### src/rtl/pose_pixel_source.sv
// Pixel compositor and round sequencer feeding the scoring block.
// Walks an H_ACTIVE x V_ACTIVE raster on pix_valid, merges the player and
// template masks into 12-bit RGB, flags the scoring frame of each round, and
// pulses update on that frame's last pixel. All outputs are registered.
module pose_pixel_source #(
  parameter int H_ACTIVE     = 640,
  parameter int V_ACTIVE     = 480,
  parameter int ROUND_FRAMES = 4,
  parameter int NUM_ROUNDS   = 16
) (
  input  logic        clk,
  input  logic        reset,
  input  logic        start,
  input  logic        pix_valid,
  input  logic        player_mask,
  input  logic        template_mask,
  output logic [11:0] pixel,
  output logic        pix_out_valid,
  output logic        counting,
  output logic        update,
  output logic [7:0]  round,
  output logic        busy,
  output logic        done
);

  localparam int XW = (H_ACTIVE > 1) ? $clog2(H_ACTIVE) : 1;
  localparam int YW = (V_ACTIVE > 1) ? $clog2(V_ACTIVE) : 1;
  localparam int FW = (ROUND_FRAMES > 1) ? $clog2(ROUND_FRAMES) : 1;

  // LAST is the single cycle between the song's final pixel and DONE: the
  // final pixel's output (with update) is still on the wire, and any
  // pix_valid arriving then must not be counted against a new round.
  typedef enum logic [1:0] {IDLE, RUN, LAST, DONE} state_t;

  state_t         state, state_nxt;
  logic [XW-1:0]  x;
  logic [YW-1:0]  y;
  logic [FW-1:0]  f;
  logic           line_end, frame_end, score, last_round, take, restart, song_end;
  logic [11:0]    comp;

  assign line_end   = (x == XW'(H_ACTIVE - 1));
  assign frame_end  = line_end && (y == YW'(V_ACTIVE - 1));
  assign score      = (f == FW'(ROUND_FRAMES - 1));
  assign last_round = (round == 8'(NUM_ROUNDS - 1));
  assign take       = (state == RUN) && pix_valid;
  assign restart    = ((state == IDLE) || (state == DONE)) && start;
  assign song_end   = take && frame_end && score && last_round;

  // Overlay colour from the (player, template) mask pair.
  always_comb begin
    comp = 12'h000;
    case ({player_mask, template_mask})
      2'b11:   comp = 12'hFF0;
      2'b01:   comp = 12'hF00;
      2'b10:   comp = 12'h0F0;
      default: comp = 12'h000;
    endcase
  end

  // Next-state logic; start is only honoured outside RUN/LAST.
  always_comb begin
    state_nxt = state;
    case (state)
      IDLE:    if (start) state_nxt = RUN;
      RUN:     if (song_end) state_nxt = LAST;
      LAST:    state_nxt = DONE;
      DONE:    if (start) state_nxt = RUN;
      default: state_nxt = IDLE;
    endcase
  end

  // State register, with busy/done registered from the next state.
  always_ff @(posedge clk) begin
    if (reset) begin
      state <= IDLE;
      busy  <= 1'b0;
      done  <= 1'b0;
    end else begin
      state <= state_nxt;
      busy  <= (state_nxt == RUN) || (state_nxt == LAST);
      done  <= (state_nxt == DONE);
    end
  end

  // Raster/frame/round counters and the registered pixel outputs.
  always_ff @(posedge clk) begin
    if (reset) begin
      x             <= '0;
      y             <= '0;
      f             <= '0;
      round         <= 8'd0;
      pixel         <= 12'h000;
      pix_out_valid <= 1'b0;
      counting      <= 1'b0;
      update        <= 1'b0;
    end else begin
      pixel         <= 12'h000;
      pix_out_valid <= 1'b0;
      counting      <= 1'b0;
      update        <= 1'b0;
      if (restart) begin
        x     <= '0;
        y     <= '0;
        f     <= '0;
        round <= 8'd0;
      end else if (take) begin
        pixel         <= comp;
        pix_out_valid <= 1'b1;
        counting      <= score;
        update        <= frame_end && score;
        if (line_end) begin
          x <= '0;
          if (frame_end) begin
            y <= '0;
            f <= score ? '0 : f + 1'b1;
          end else begin
            y <= y + 1'b1;
          end
        end else begin
          x <= x + 1'b1;
        end
      end
      // Round advances the cycle after update, except after the last round.
      if (state == RUN && update && !last_round)
        round <= round + 8'd1;
    end
  end

endmodule

### config.mk
export PLATFORM = sky130hd
export DESIGN_NAME = pose_pixel_source
export DESIGN_NICKNAME = d
export VERILOG_FILES = /design/src/rtl/pose_pixel_source.sv
export SDC_FILE = /design/constraint.sdc
export NUM_CORES = 1
export LEC_CHECK = 0
export CAP_MARGIN = 10
export CORE_MARGIN = 8
export CORE_UTILIZATION = 35
export CTS_CLUSTER_DIAMETER = 200
export CTS_CLUSTER_SIZE = 10
export DETAILED_ROUTE_END_ITERATION = 16
export GPL_TIMING_DRIVEN = 0
export PLACE_DENSITY = 0.64
export SLEW_MARGIN = 15
export SYNTH_ARGS = -nofsm -noshare
export SYNTH_HDL_FRONTEND = slang
export SYNTH_SLANG_ARGS = --single-unit
### constraint.sdc
create_clock -name clk -period 2.6 [get_ports clk]
set_clock_uncertainty 0.2 [all_clocks]
set_input_delay 0.52 -clock clk [delete_from_list [all_inputs] [get_ports clk]]
set_output_delay 0.52 -clock clk [all_outputs]
set_load 0.1 [all_outputs]
==> results.cfg, run 1 <==
[final_layout]
nNetsFinal = 261
antenna-diode-count = 0
most-common-layout-cells = sky130_fd_sc_hd__dfxtp_1, sky130_fd_sc_hd__nand2_1, sky130_fd_sc_hd__nor2_1, sky130_fd_sc_hd__a21oi_1, sky130_fd_sc_hd__clkdlybuf4s50_1
post-route-util = 0.440
final_layout_size_suffix_gt1_frac = 0.129
area_growth_pct = 24.4
fillCellCount = 558
leading_cell_type_in_the_layout_fill_and_taps_excluded = sky130_fd_sc_hd__dfxtp_1

[power]
logic_gate_share_of_total_power = 0.321
sequential_fraction_of_design_power = 0.409
power_per_cell_area_nw_per_um2 = 662
swShare = 0.368
maximum_vdd_drop_uv = 506
net-switching-power_uw = 576
static-leakage-power_nw = 0.994
p_int_uw = 989
share_of_power_burned_in_the_clock_network = 0.270

[critical_path]
slowest_stage = sky130_fd_sc_hd__clkdlybuf4s50_1
cp_top_family = buffers and inverters
crit_path_start_kind = register
worst-r2r-setup-slack_ns = 0.14
cp_max_fo = 6
critical-path-max-stage-delay_ns = 1.15
worstPathRequired_ns = 1.88
cp.arrival_ns = 1.83
setup.worst_path.end_class = primary output
r2r_end = busy
reg2reg_from = y[0]
timing_worst_setup_path_type = reg -> out
timing.critical_path.buf_inv = 1
critical_path.cell_chain = clkdlybuf4s50_1
r2r_cells = 7

[yosys]
synth_edf_count = 0
synth_largest_area_cell = sky130_fd_sc_hd__dfxtp_1
synthCells = 211
yosysWarningCount = 0
synthesis.area_per_instance_um2 = 9.00
ys_seq_elements = 38
synth_seq_area_share = 0.401
synth_top_area_share = 0.401
yosys-top-cells-area = sky130_fd_sc_hd__dfxtp_1, sky130_fd_sc_hd__ha_1, sky130_fd_sc_hd__buf_4
synth-async-reset-ratio = 0
post_synth_instance_area_um2 = 1900
ys_types = 44
dominant_synthesized_flop_cell = sky130_fd_sc_hd__dfxtp_1

[min_path]
whs_path_depth = 2
whs_endpoint = y[1]
min_path_type = reg -> reg
hold_path_startpoint = y[1]

[floorplan]
io_pins = 31
floorplan.die.height_um = 89.7
floorplan.die.width_um = 89.7
die-area_um2 = 8040
coreArea_um2 = 5370
initial_core_util = 0.354
floorplan.rows = 27

[place]
gp_routability_congestion = 0.808
placement.io_buffers = 26
dpl.hpwl_um = 2980
place_worst_setup_slack_ns = -0.411

[timing]
period_needed_ns = 2.55
fin_setup_tns_ns = 0
fmax_mhz = 392
tightestPinTransition_ns = 0.980
fin_max_slew_vios = 0
relSlewSlack = 0.345
hold_viol = 0
fin_ws_ns = 0.0491
setup_violating_endpoint_count_in_the_final_report = 0
period_share = 0.981

[run_status]
outcome = complete, no violations

[clocking]
cts.htree.levels = 2
path_clk_slew_ns = 0.08
total_cts_buffers = 5
ctsRootBufferMaster = sky130_fd_sc_hd__clkbuf_8
clock_tree_from_tritoncts = done
clk_path_buf_depth = 2
tritoncts_num_sinks = 38
clock_latency_of_the_later_clocked_register_in_the_worst_skew_pair_ns = 0.29

[route]
vias = 1608
routedWlPerCell_um = 12.9
first_iter_violations = 66
totalWireLength_um = 4140
ant_nets = 0
vias_per_cell = 5.03
dr.pass1.iters = 4
drc_violation_count_after_routing = 0

[global_routing]
track_usage = 0.111
global_route.overflow_total = 0
grt_start_max_net_pins = 12
grt_first_pass_wirelength_um = 7020
vias_in_the_first_global_route = 1550
initial_antenna_violation_count = 0

[flow_run]
maxCapViolCount = 0
==> per-layer routing <==
layer / track usage / vias up / wire length, um
met1: 0.135 / 744 / 2020
li1: - / 826 / -
met4: 0.0332 / 0 / 48
met2: 0.173 / 31 / 1750
met5: 0 / - / 0
met3: 0.0455 / 7 / 321
==> power groups by stage <==
stage / logic [mW] / clock network (mW) / registers [mW]
final: 0.503 / 0.422 / 0.639
after global routing: 0.554 / 0.458 / 0.645
after CTS: 0.499 / 0.438 / 0.640
after detailed placement: 0.497 / 0 / 0.654
after global placement: 0.490 / 0 / 0.652
after floorplan: 0.295 / 0 / 0.746
==> flip-flops by register name, summed over array words and instances (netlist names), 2 cells and up <==
register and cells:
x 10, round 8, state 2, y 9, pixel 2, f 2
==> cell usage after synthesis, types with 3 or more instances <==
| master | instances |
|---|---|
| sky130_fd_sc_hd__dfxtp_1 | 38 |
| sky130_fd_sc_hd__a211o_1 | 3 |
| sky130_fd_sc_hd__nand3_1 | 10 |
| sky130_fd_sc_hd__nor2b_1 | 3 |
| sky130_fd_sc_hd__a22o_1 | 3 |
| sky130_fd_sc_hd__a21oi_1 | 14 |
| sky130_fd_sc_hd__buf_4 | 10 |
| sky130_fd_sc_hd__and2_1 | 5 |
| sky130_fd_sc_hd__xor2_1 | 8 |
| sky130_fd_sc_hd__xnor2_1 | 4 |
| sky130_fd_sc_hd__ha_1 | 8 |
| sky130_fd_sc_hd__nor3_1 | 4 |
| sky130_fd_sc_hd__nor2_1 | 15 |
| sky130_fd_sc_hd__o31ai_1 | 3 |
| sky130_fd_sc_hd__or3_1 | 4 |
| sky130_fd_sc_hd__inv_1 | 5 |
| sky130_fd_sc_hd__clkbuf_1 | 3 |
| sky130_fd_sc_hd__and4_1 | 3 |
| sky130_fd_sc_hd__and3_1 | 9 |
| sky130_fd_sc_hd__nand2_1 | 15 |
| sky130_fd_sc_hd__o21ai_0 | 8 |
| sky130_fd_sc_hd__or4_1 | 4 |
| sky130_fd_sc_hd__nand4_1 | 8 |
==> repair_timing <==
action,CTS,global route
hold buffers,0,0
endpoints found under the setup margin,14,3
setup buffers,0,0
endpoints found under the hold margin,0,0
resized for setup,15,6
==> tightest hold or removal path: cells and delay by family (launching register included) <==
kind | cells | cell delay (ns)
AOI/OAI and AO/OA | 1 | 0.05
DFF | 1 | 0.32
and+or+nand+nor | 1 | 0.06
==> logic make-up (layout without fill, tap and decap cells) <==
group,count (synthesis),in the layout,synth area share
flip-flops,38,38,0.401
adder cells (fa/ha/maj),8,8,0.0527
buffers and inverters,20,54,0.0639
XOR/XNOR,12,12,0.0553
AND/OR/NAND/NOR,89,89,0.272
other,1,4,0.00197
AO/OA/AOI/OAI,41,41,0.142
multiplexers,2,2,0.0112
==> worst max-delay path by stage <==
stage / from / endpoint / depth (start not counted)
2_1_floorplan: round[2] / busy / 7
5_1_grt: pix_valid / busy / 8
6_report: round[1] / round[1] / 1
3_3_place_gp: pix_valid / busy / 8
3_5_place_dp: pix_valid / busy / 8
4_1_cts: round[0] / round[0] / 1
==> metrics by stage <==
stage | hold slack [ns] | power, mW | cells | area [um2]
6_report | 0.270 | 1.57 | 320 | 2360
5_1_grt | 0.299 | 1.66 | 320 | 2360
4_1_cts | 0.276 | 1.58 | 320 | 2350
3_5_place_dp | 0.266 | 1.15 | 312 | 2260
3_3_place_gp | 0.258 | 1.14 | 312 | 2260
2_1_floorplan | 0.244 | 1.04 | 214 | 1910
==> layout make-up <==
class / count / area, um2 / share of cell area
Sequential cell: 38 / 763 / 0.323
Multi-Input combinational cell: 156 / 1050 / 0.443
Clock buffer: 7 / 86.3 / 0.0365
Tap cell: 72 / 90.1 / 0.0381
Timing Repair Buffer: 26 / 248 / 0.105
Buffer: 15 / 106 / 0.0450
Clock inverter: 1 / 5.00 / 0.00212
Inverter: 5 / 18.8 / 0.00794
(Power assumes the default switching activity.)
==> run 2, diff against run 1 <==
--- a/config.mk
+++ b/config.mk
@@ -8,7 +8,6 @@
 export CAP_MARGIN = 10
 export CORE_MARGIN = 8
 export CORE_UTILIZATION = 35
-export CTS_CLUSTER_DIAMETER = 200
 export CTS_CLUSTER_SIZE = 10
 export DETAILED_ROUTE_END_ITERATION = 16
 export GPL_TIMING_DRIVEN = 0
==> results of run 2 <==
The final DEF is identical to that of run 1; final timing and power are the same.
==> run 3, diff against run 2 <==
==> constraint.sdc (replaced) <==
create_clock -name clk -period 2.6 [get_ports clk]
set_clock_uncertainty 0.2 [all_clocks]
set_input_delay 0.52 -clock clk [delete_from_list [all_inputs] [get_ports clk]]
set_output_delay 0.52 -clock clk [all_outputs]
set_load 0.05 [all_outputs]
==> run 3 against run 2 <==
  * Fmax grew 3.4%
  * Clock power hardly changed
  * Critical endpoint is now busy
  * Combinational power shrank 17%
==> results.cfg, run 3 (synthesis gave the netlist of run 1 again) <==
[run_status]
outcome = complete, no violations

[power]
maximum_vdd_drop_uv = 499
post-layout-total-power_mw = 1.48
static-leakage-power_nw = 0.920
power_per_cell_area_nw_per_um2 = 625

[critical_path]
critical_path.endpoint = busy
reg2reg_from = x[0]
worstPathRequired_ns = 2.58
timing.critical_path.buf_inv = 2
critical-path-max-stage-delay_ns = 0.55
cp_max_fo = 10
r2r_end = busy
critical_path.cell_chain = clkdlybuf4s50_1 -> and2_4 -> nand4_4 -> clkbuf_4 -> o31ai_2 -> nand2_1 -> ha_1 -> nor2b_1
timing.critical_path.from = pix_valid
slowest_stage = sky130_fd_sc_hd__clkdlybuf4s50_1
r2r_cells = 8
cp_top_family = buffers and inverters
worst-r2r-setup-slack_ns = 0.19
critical_path_cell_count = 8
cp.arrival_ns = 2.45
timing_worst_setup_path_type = in -> reg
setup.worst_path.end_class = register
crit_path_start_kind = input pin

[final_layout]
regMostFlops = x
count_of_placed_standard_cells_in_the_final_layout_fillers_left_out = 320
area_growth_pct = 24.7
leading_cell_type_in_the_layout_fill_and_taps_excluded = sky130_fd_sc_hd__dfxtp_1
top_regs = x (10), y (9), round (8)
nNetsFinal = 261
largest_register_ff_count = 10
post-route-util = 0.441
most-common-layout-cells = sky130_fd_sc_hd__dfxtp_1, sky130_fd_sc_hd__clkdlybuf4s50_1, sky130_fd_sc_hd__nand2_1, sky130_fd_sc_hd__nor2_1, sky130_fd_sc_hd__a21oi_1
multiInputGateArea_um2 = 1040
fillCellCount = 551
final_layout_size_suffix_gt1_frac = 0.117
antenna-diode-count = 0
seq_area_um2 = 761

[route]
routedWlPerCell_um = 12.8
vias_per_cell = 5.06
dr.pass1.iters = 4
ant_nets = 0
drc_violation_count_after_routing = 0
totalWireLength_um = 4110
vias = 1618
first_iter_violations = 87

[global_routing]
initial_antenna_violation_count = 0
track_usage = 0.111
grt_start_max_net_pins = 12
vias_in_the_first_global_route = 1539
grt_first_pass_wirelength_um = 7040
global_route.overflow_total = 0

[min_path]
min_path_type = reg -> reg

[clocking]
total_cts_buffers = 5
clk_path_buf_depth = 2
path_clk_slew_ns = 0.08
tritoncts_num_sinks = 38
clock_tree_from_tritoncts = done
ctsRootBufferMaster = sky130_fd_sc_hd__clkbuf_8
cts.htree.levels = 2
cts_hold_buffers = 0
clock_latency_of_the_later_clocked_register_in_the_worst_skew_pair_ns = 0.29

[place]
placement.io_buffers = 26
dp.cells = 312
gp_routability_congestion = 0.797
dpl.hpwl_um = 3010

[floorplan]
io_pins = 31
floorplan.die.width_um = 89.7
die-area_um2 = 8040
floorplan.die.height_um = 89.7
coreArea_um2 = 5370
floorplan.rows = 27
initial_core_util = 0.354

[timing]
rsz_0062_raised_after_global_routing = false
hold_viol = 0
setup_violating_endpoint_count_in_the_final_report = 0
fmax_mhz = 405
fin_hold_ws_ns = 0.273
fin_max_slew_vios = 0
relSlewSlack = 0.495
fin_setup_tns_ns = 0
period_needed_ns = 2.47
tightestPinTransition_ns = 0.752
period_share = 0.949

[flow_run]
maxCapViolCount = 0
==> run 3: changes by cell type in the layout (fill, tap and decap cells not counted), moves of 2 or more <==
cell                              before  now
sky130_fd_sc_hd__dfxtp_1              36   38
sky130_fd_sc_hd__clkdlybuf4s50_1      13   26
sky130_fd_sc_hd__dfxtp_2               2    0
sky130_fd_sc_hd__dlygate4sd2_1        12    0
==> run 3: through the flow <==
| stage | instance area (um2) | worst slack (ns) |
|---|---|---|
| floorplan | 1910 | 0.183 |
| global placement | 2260 | -0.382 |
| detailed placement | 2260 | -0.391 |
| CTS | 2360 | 0.0154 |
| global route | 2370 | 0.0314 |
| finish | 2370 | 0.133 |
==> run 3: repair_timing <==
item                                    in CTS  in global routing
buffers inserted                             0                  0
endpoints found under the setup margin       2                  2
gates resized for setup                      2                  5
endpoints found under the hold margin        0                  0
==> run 3: routing by layer <==
metal / part of all wire / vias up / global-route usage
li1: - / 823 / -
met4: 0.012 / 0 / 0.0453
met5: 0 / - / 0
met3: 0.074 / 5 / 0.0337
met2: 0.44 / 38 / 0.171
met1: 0.48 / 752 / 0.142
==> run 3: worst min-delay path by stage <==
stage	start	end	slack (ns)	cells past startpoint
global placement	y[1]	y[1]	0.26	2
global route	x[1]	x[1]	0.29	2
detailed placement	x[1]	x[1]	0.26	2
floorplan	y[1]	y[1]	0.24	2
finish	y[1]	y[1]	0.27	2
CTS	x[1]	x[1]	0.27	2
==> run 3: worst min-delay path: stages, from the launching register on <==
cell	delay (ns)
sky130_fd_sc_hd__dfxtp_1	0.32
sky130_fd_sc_hd__nand2_1	0.06
sky130_fd_sc_hd__a21oi_1	0.05
==> run 3: power by group <==
group	total, mW	switching [mW]	internal [mW]
clock network	0.423	0.209	0.214
logic	0.417	0.254	0.163
registers	0.639	0.0253	0.614
==> run 3: final cells by class <==
cell class              count  area share
clock buffers               7      0.0365
well taps                  72      0.0380
multi-input cells         156       0.440
flip-flops and latches     38       0.321
plain buffers              15      0.0449
repair buffers             26       0.110
inverters                   5     0.00792
clock inverters             1     0.00211
==> variant, RTL diff (flow settings as in run 1) <==
Encoding of `state_t`: now Gray code (2 bits for 4 states).
--- a/src/rtl/pose_pixel_source.sv
+++ b/src/rtl/pose_pixel_source.sv
@@ -31,5 +31,5 @@
   // final pixel's output (with update) is still on the wire, and any
   // pix_valid arriving then must not be counted against a new round.
-  typedef enum logic [1:0] {IDLE, RUN, LAST, DONE} state_t;
+  typedef enum logic [1:0] {IDLE = 2'b00, RUN = 2'b01, LAST = 2'b11, DONE = 2'b10} state_t;
 
   state_t         state, state_nxt;
Formal check against the unedited RTL: same outputs for any inputs over 10 cycles, from zero or initial values and one cycle with reset high; not proved beyond that.
==> variant against run 1 <==
- routed wire length fell by 3.3%
- critical endpoint is now round[7]
- global-route usage rose by 0.47 points
- synthesized area fell by 7.6%
- sequential cell count fell by 1
- critical path type unchanged
- die area fell by 6.3%
- design area fell by 7.1%
- worst setup slack improved by 0.013 ns
Power is not compared: it rests on default switching activity, and its combinational part moved more than twofold at a synthesized area within 25%.
==> variant: results (changes against run 1) <==
- Worst Hold Path EP: f[1]
- DP HPWL: 2870 µm (-3.7%)
- Ys async rst share: 0 (unchanged)
- Routed wire length: 4010 µm (-3.3%)
- Vias: 1,545 (-3.9%)
- Nets: 253 (-3.1%)
- Synth Flop Type: dfxtp_1
- GPL Wtd Cong: 0.790 (-2.3%)
- Global-route wire length before repair: 6870 µm (-2.2%)
- Synth cell count leaders: dfxtp_1 (37), a21oi_1 (21), nand2_1 (17)
- Post-DP Area: 0.00211 mm² (-6.7%)
- Synth area leaders: dfxtp_1 (42%), a21oi_1 (6.0%), buf_4 (4.3%), nand3_1 (4.0%), nand2_1 (3.6%)
- Worst reg-to-reg setup slack: 0.21 ns (+0.07 ns)
- Drt first pass iters: 4 (unchanged)
- Critical path arrival: 1.82 ns
- Peak supply drop: 0.205 mV
- Status: complete, no violations
- Wire length per cell: 12.9 µm (-0.16%)
- H-Tree Depth: 2 (unchanged)
- IO Port Bufs: 26 (unchanged)
- Worst-Skew Late Latency: 0.29 ns (about the same)
- Number of placed instances, taps included: 303 (-2.9%)
- CP max FO: 4 (-2)
- Delay-heaviest family, CP: buffers and inverters
- Hold_sp: f[1]
- CTS root buf: clkbuf_8
- Clock Tree Buf Depth: 2 (unchanged)
- FF-to-FF path depth: 6 (-1)
- Total CTS buffers: 5 (unchanged)
- FILL cells: 482 (-14%)
- Syn Inst Count: 207 (-1.9%)
- Share of layout cells above drive strength 1: 0.0905 (-0.0385)
- Total GRT Usage: 0.116 (+0.00475)
- Max stage delay on crit path: 1.15 ns (about the same)
- Register area share after synthesis: 0.422 (+0.0217)
- Yosys cell types: 42 (-4.5%)
- FF-to-FF Start: x[0]
- Relative slew slack: 0.340 (-0.00459)
- Worst r2r dst: f[0]
- Largest net degree at the start of global routing: 12 (unchanged)
- Initial drt markers: 113 (+71%)
- Top Registers: x x10, y x9, round x8
-- variant: logic make-up (layout without fill, tap and decap cells) --
group           count (synthesis)  after routing  synth area share
mux                             1              1           0.00642
simple gates                   93             93             0.295
other cells                     1              4           0.00214
xor+xnor                        7              7            0.0350
compound gates                 42             42             0.138
buf+inv                        22             55            0.0728
flops                          37             37             0.422
fa+ha+maj                       4              4            0.0285
-- variant: cell type report --
| class | instances | area share |
|---|---|---|
| clock buffer | 6 | 0.0376 |
| buffer | 19 | 0.0530 |
| inverter | 3 | 0.00513 |
| sequential | 37 | 0.338 |
| clock inverter | 1 | 0.00342 |
| timing repair buffer | 26 | 0.116 |
| multi-input combinational | 151 | 0.409 |
| tap | 67 | 0.0382 |
-- variant: metal layers --
| layer | up-vias | global-route usage | wire length [µm] |
|---|---|---|---|
| met2 | 35 | 0.171 | 1700 |
| li1 | 809 | - | - |
| met1 | 695 | 0.143 | 1990 |
| met5 | - | 0 | 0 |
| met4 | 0 | 0.0516 | 61 |
| met3 | 6 | 0.0463 | 258 |
-- variant: timing repair --
item / in CTS / in global routing
gates cloned: 0 / 0
resized for setup: 10 / 3
endpoints found under the setup margin: 10 / 3
-- variant: where the power goes --
part | switching [µW] | internal (µW) | total, µW
Sequential | 3.59 | 570 | 573
Combinational | 81.5 | 24.3 | 106
Clock | 203 | 209 | 413
Total | 288 | 803 | 1090
-- variant: worst max path at each step --
stage	depth (start not counted)	from	end	slack (ns)
finish	1	round[7]	round[7]	0.06
global route	7	x[0]	y[8]	0.01
CTS	1	round[6]	round[6]	0.01
detailed placement	6	pix_valid	f[0]	-0.1
global placement	6	pix_valid	f[0]	-0.08
floorplan	4	round[0]	round[6]	0.17
-- variant: per-stage QoR --
step | hold slack (ns) | setup WS, ns
after floorplan | 0.244 | 0.175
after global placement | 0.256 | -0.0848
after detailed placement | 0.278 | -0.0965
after CTS | 0.288 | 0.0127
after global routing | 0.309 | 0.0110
final | 0.287 | 0.0617
-- variant: worst reg2reg max path, delay by kind of cell (launching register included) --
kind	cells	cell delay [ns]
AND/OR/NAND/NOR	3	1.24
buffers and inverters	1	0.16
AO/OA/AOI/OAI	1	0.14
adder cells (fa/ha/maj)	1	0.19
flip-flops	1	0.40
